### src/rtl/blit_mem_responder.sv
// rtl/blit_mem_responder.sv - blitter bus-side memory responder with lane steering
// Optional watchdog on the RAM handshake: define RESP_TIMEOUT_EN.
module blit_mem_responder #(
    parameter int WAIT_STATES = 1,
    parameter int TIMEOUT     = 64
) (
    input  logic        sys_clk,
    input  logic        reset,
    input  logic        bus_en,
    input  logic        mreq,
    input  logic        read,
    input  logic [3:0]  width,
    input  logic        justify,
    input  logic [23:0] blit_addr,
    input  logic [63:0] wdata,
    output logic        ack,
    output logic [63:0] rdata,
    output logic        mem_req,
    output logic        mem_we,
    output logic [20:0] mem_addr,
    output logic [7:0]  mem_be,
    output logic [63:0] mem_wdata,
    input  logic [63:0] mem_rdata,
    input  logic        mem_rdy,
    output logic        busy,
    output logic        err
);

`ifdef RESP_TIMEOUT_EN
    localparam bit TO_EN = 1'b1;
`else
    localparam bit TO_EN = 1'b0;
`endif

    localparam int TW = (TIMEOUT < 1) ? 1 : $clog2(TIMEOUT + 1);
    localparam logic [63:0] DEAD_DATA = 64'hDEAD_DEAD_DEAD_DEAD;

    typedef enum logic [1:0] {
        ST_IDLE,
        ST_WAIT,
        ST_REQ,
        ST_ACK
    } state_t;

    state_t state, state_nxt;

    logic          rv;
    logic [3:0]    wait_cnt;
    logic [TW-1:0] to_cnt;
    logic          timeout_hit;
    logic          err_q;

    logic          cap_read;
    logic          cap_justify;
    logic [2:0]    cap_off;
    logic [7:0]    cap_len_mask;
    logic [63:0]   rdata_q;

    logic [3:0]    in_n;
    logic [7:0]    in_len_mask;
    logic [7:0]    in_be;
    logic [63:0]   in_wdata;
    logic [63:0]   rd_steered;

    function automatic logic [63:0] lane_mask(input logic [7:0] be);
        logic [63:0] m;
        m = '0;
        for (int i = 0; i < 8; i++) begin
            m[8*i +: 8] = {8{be[i]}};
        end
        return m;
    endfunction

    assign rv = bus_en & mreq;

    // Out-of-range sizes collapse to a full phrase; lanes past byte 7 fall off the shift.
    always_comb begin
        in_n        = (width == 4'd0 || width > 4'd8) ? 4'd8 : width;
        in_len_mask = 8'hFF >> (4'd8 - in_n);
        in_be       = in_len_mask << blit_addr[2:0];
        in_wdata    = justify ? (wdata << {blit_addr[2:0], 3'b000}) : wdata;
        rd_steered  = cap_justify
                    ? ((mem_rdata >> {cap_off, 3'b000}) & lane_mask(cap_len_mask))
                    : (mem_rdata & lane_mask(mem_be));
    end

    assign timeout_hit = TO_EN && (state == ST_REQ) && !mem_rdy
                         && (to_cnt == TW'(TIMEOUT - 1));

    always_ff @(posedge sys_clk) begin
        if (reset) begin
            state <= ST_IDLE;
        end else begin
            state <= state_nxt;
        end
    end

    always_comb begin
        state_nxt = state;
        case (state)
            ST_IDLE: if (rv) state_nxt = ST_WAIT;
            ST_WAIT: if (wait_cnt == 4'd0) state_nxt = ST_REQ;
            ST_REQ:  if (mem_rdy || timeout_hit) state_nxt = ST_ACK;
            ST_ACK:  state_nxt = ST_IDLE;
            default: state_nxt = ST_IDLE;
        endcase
    end

    always_ff @(posedge sys_clk) begin
        if (reset) begin
            wait_cnt     <= 4'd0;
            to_cnt       <= '0;
            err_q        <= 1'b0;
            cap_read     <= 1'b0;
            cap_justify  <= 1'b0;
            cap_off      <= 3'd0;
            cap_len_mask <= 8'd0;
            mem_we       <= 1'b0;
            mem_addr     <= 21'd0;
            mem_be       <= 8'd0;
            mem_wdata    <= 64'd0;
            rdata_q      <= 64'd0;
        end else begin
            case (state)
                ST_IDLE: begin
                    if (rv) begin
                        cap_read     <= read;
                        cap_justify  <= justify;
                        cap_off      <= blit_addr[2:0];
                        cap_len_mask <= in_len_mask;
                        mem_we       <= ~read;
                        mem_addr     <= blit_addr[23:3];
                        mem_be       <= in_be;
                        mem_wdata    <= in_wdata;
                        wait_cnt     <= 4'(WAIT_STATES);
                    end
                end
                ST_WAIT: begin
                    if (wait_cnt != 4'd0) begin
                        wait_cnt <= wait_cnt - 4'd1;
                    end
                end
                ST_REQ: begin
                    to_cnt <= to_cnt + TW'(1);
                    if (mem_rdy) begin
                        rdata_q <= cap_read ? rd_steered : 64'd0;
                    end else if (timeout_hit) begin
                        rdata_q <= cap_read ? DEAD_DATA : 64'd0;
                        err_q   <= 1'b1;
                    end
                end
                ST_ACK: begin
                    to_cnt  <= '0;
                    rdata_q <= 64'd0;
                end
                default: ;
            endcase
        end
    end

    assign ack     = (state == ST_ACK);
    assign mem_req = (state == ST_REQ);
    assign busy    = (state != ST_IDLE);
    assign rdata   = rdata_q;
    assign err     = TO_EN ? err_q : 1'b0;

endmodule

### config.mk
export PLATFORM = sky130hd
export DESIGN_NAME = blit_mem_responder
export DESIGN_NICKNAME = d
export VERILOG_FILES = /design/src/rtl/blit_mem_responder.sv
export SDC_FILE = /design/constraint.sdc
export NUM_CORES = 1
export LEC_CHECK = 0
export CAP_MARGIN = 10
export CORE_MARGIN = 4
export CORE_UTILIZATION = 42
export DETAILED_ROUTE_END_ITERATION = 10
export PLACE_DENSITY_LB_ADDON = 0.3
export SYNTH_ARGS = -nofsm -noshare
export SYNTH_HDL_FRONTEND = slang
export SYNTH_SLANG_ARGS = --single-unit
### constraint.sdc
create_clock -name sys_clk -period 4 [get_ports sys_clk]
set_input_delay 0.8 -clock sys_clk [delete_from_list [all_inputs] [get_ports sys_clk]]
set_output_delay 0.8 -clock sys_clk [all_outputs]
set_load 0.03 [all_outputs]
==> flow_metrics.env <==
export IMPL_outcome="finished, final reports clean"
export IMPL_count_of_h_tree_levels_built_during_cts=4
export IMPL_pre_cts_ws_ns=0.916
export IMPL_postSynthRegisterBits=177
export IMPL_most_common_layout_cells="319 x clkdlybuf4s50_1, 176 x dfxtp_1, 135 x nand2_1"
export IMPL_cts_tree="built"
export IMPL_synth_warnings=0
export IMPL_seq_area_frac_synth=0.354
export IMPL_cts_hold_repair_buffers=0
export IMPL_nets=1664
export IMPL_synth_distinct_cells=64
export IMPL_syn2layout_area_growth_pct=38.7
export IMPL_detailedPlacementHpwl_microns=30600
export IMPL_tightest_slew_ns=1.13
export IMPL_clk_transition_reported_paths_ns=0.07
export IMPL_design_power_total_w=0.00589
export IMPL_final_setup_skew_ns=0.0131
export IMPL_cell_count_after_synthesis=1240
export IMPL_max_vdd_ir_drop_mv=0.267
export IMPL_drc=0
export IMPL_post_cts_repair_setup_buffers=0
export IMPL_start_util=0.426
export IMPL_setup_slack_of_the_worst_register_to_register_path_ns=1.40
export IMPL_horizontal_die_dimension_microns=162
export IMPL_synth_edff_count=0
export IMPL_cp_startpoint="state[0]"
export IMPL_die_area_sq_um=26400
export IMPL_global_route_overflow_total=0
export IMPL_dieHeight_microns=162
export IMPL_path_class="flop to primary output"
export IMPL_drive_gt1_frac=0.0558
export IMPL_number_of_antenna_violations_at_the_first_check_in_global_routing=4
export IMPL_gpl_final_weighted_congestion=0.998
export IMPL_fillers=2114
export IMPL_drt_pass1_iterations=5
export IMPL_power_leakage_nw=4.96
export IMPL_clk_latency_ns=0.44
export IMPL_hold_class="flop to flop"
export IMPL_numClockSinks=177
export IMPL_buffer_levels_on_the_longest_clock_path=2
export IMPL_r2r_start="state[0]"
export IMPL_setup_tns_after_final_layout_ns=0
export IMPL_grtUsageTotal=0.295
export IMPL_power_density_nw_per_um2=424
export IMPL_via_count_of_the_first_global_routing_pass=10600
export IMPL_regToRegEndpoint="mem_wdata[62]"
export IMPL_synth_avg_cell_area_sq_um=8.07
export IMPL_finalWorstPathRequiredPeriod_ns=2.83
export IMPL_achievable_frequency_mhz=353
export IMPL_required_ns=3.20
export IMPL_postRouteAntennaNets=0
export IMPL_tritoncts_num_buffers=17
export IMPL_slew_viol_final=0
export IMPL_wl_microns=41000
export IMPL_fin_hold_ws_ns=0.447
export IMPL_grt_max_degree=79
export IMPL_final_setup_margin_ns=1.17
export IMPL_final_common_cell="clkdlybuf4s50_1"
export IMPL_io_buffer_count=323
export IMPL_wire_per_inst_microns=22.4
export IMPL_mappedNetlistArea_sq_um=10000
export IMPL_post_drt_via_cell_ratio=6.02
export IMPL_fp_coreArea_sq_um=23500
export IMPL_cts_root_buf="clkbuf_16"
export IMPL_finalHoldViolations=0
export IMPL_drt_iter0_markers=1203
export IMPL_endpoint="busy"
export IMPL_report_final_setup_viol=0
export IMPL_grt_pass1_wl_microns=61400
export IMPL_ios=325
export IMPL_slew_headroom=0.242
export IMPL_reg2regPathDepth=7
export IMPL_start_kind="flop"
export IMPL_rsz0062_at_grt="false"
export IMPL_async_flop_share=0
export IMPL_crit_fanout=6
export IMPL_syn_nets=1411
export IMPL_post_cts_resized=0
export IMPL_critPathArrivalTime_ns=2.03
export IMPL_num_vias=11000
export IMPL_placement_rows=56
export IMPL_ys_flop_type="dfxtp_1"
export IMPL_final_min_period_over_clock_period=0.707
export IMPL_critPathCaptureType="primary output"
export IMPL_maxCapViolations=0
## area by class of cell
class	instances	area, sq um	area share
multi-input combinational	935	5880	0.424
inverter	20	75.1	0.00541
clock buffer	18	439	0.0316
sequential	177	3540	0.255
clock inverter	14	166	0.0120
timing repair buffer	342	3370	0.243
antenna	3	7.51	0.000541
tap	319	399	0.0288
## cell families after synthesis
logic type / count (synthesis) / synth area share
other: 1 / 0.000375
and+or+nand+nor: 414 / 0.192
adders and majority gates: 8 / 0.0100
xor gates and xnor gates: 3 / 0.00263
muxes: 115 / 0.120
buffers and inverters: 128 / 0.0598
AOI/OAI and AO/OA: 394 / 0.261
DFF: 177 / 0.354
## routing by layer
metal | routed length (microns) | track usage | share of wire | vias up
met5 | 25 | 0 | 0.00061 | -
met4 | 1760 | 0.129 | 0.043 | 4
met3 | 3820 | 0.0762 | 0.093 | 125
met2 | 19400 | 0.492 | 0.47 | 590
met1 | 16000 | 0.360 | 0.39 | 5221
li1 | - | - | - | 5073
## flip-flops by register name, summed over array words and instances, names as in the netlist
name	flops
wait_cnt	4
cap_len_mask	8
state	2
mem_be	8
cap_justify	1
mem_addr	21
rdata	64
mem_wdata	64
cap_off	3
cap_read	1
mem_we	1
## power by group
| group | total, W | switching, W | internal (W) | leakage (nW) |
|---|---|---|---|---|
| sequential | 0.00207 | 0.000135 | 0.00193 | 1.44 |
| clock | 0.00176 | 0.000795 | 0.000962 | 0.301 |
| combinational | 0.00206 | 0.00127 | 0.000793 | 3.22 |
| total | 0.00589 | 0.00220 | 0.00369 | 4.96 |
## per-stage QoR
step,std cells,utilization,cell area (sq um)
after floorplan,1240,-,10000
after global placement,1793,0.565,13300
final,1828,0.591,13900
after detailed placement,1793,0.565,13300
after CTS,1825,0.591,13900
after global routing,1827,0.591,13900
## worst min-delay path by stage
stage / start / endpoint / slack [ns] / cells past startpoint
4_1_cts: cap_len_mask[6] / cap_len_mask[6] / 0.45 / 2
3_3_place_gp: cap_len_mask[6] / cap_len_mask[6] / 0.44 / 2
6_report: cap_len_mask[6] / cap_len_mask[6] / 0.45 / 2
2_1_floorplan: cap_len_mask[6] / cap_len_mask[6] / 0.43 / 2
5_1_grt: mem_addr[5] / mem_addr[5] / 0.47 / 2
3_5_place_dp: cap_len_mask[6] / cap_len_mask[6] / 0.44 / 2
## Yosys cell counts (19+ instances only)
| cell type | instances | area share |
|---|---|---|
| buf_2 | 40 | 0.020 |
| nand2_1 | 135 | 0.051 |
| a21oi_1 | 119 | 0.060 |
| a22oi_1 | 55 | 0.041 |
| a221oi_1 | 39 | 0.034 |
| o21ai_1 | 53 | 0.027 |
| mux2i_1 | 81 | 0.081 |
| mux2_1 | 28 | 0.032 |
| o21ai_0 | 19 | 0.0095 |
| o221ai_1 | 23 | 0.020 |
| nor3_1 | 45 | 0.023 |
| dfxtp_1 | 177 | 0.35 |
| nor2_1 | 134 | 0.050 |
| clkbuf_1 | 39 | 0.015 |
| nor2b_1 | 19 | 0.012 |
## critical path: stages, from the launching register on
cell	delay, ns
dfxtp_1	0.39
inv_1	0.08
ha_1	0.30
inv_2	0.14
clkdlybuf4s50_1	0.68
Note: power is estimated with default switching activity, not from simulation.
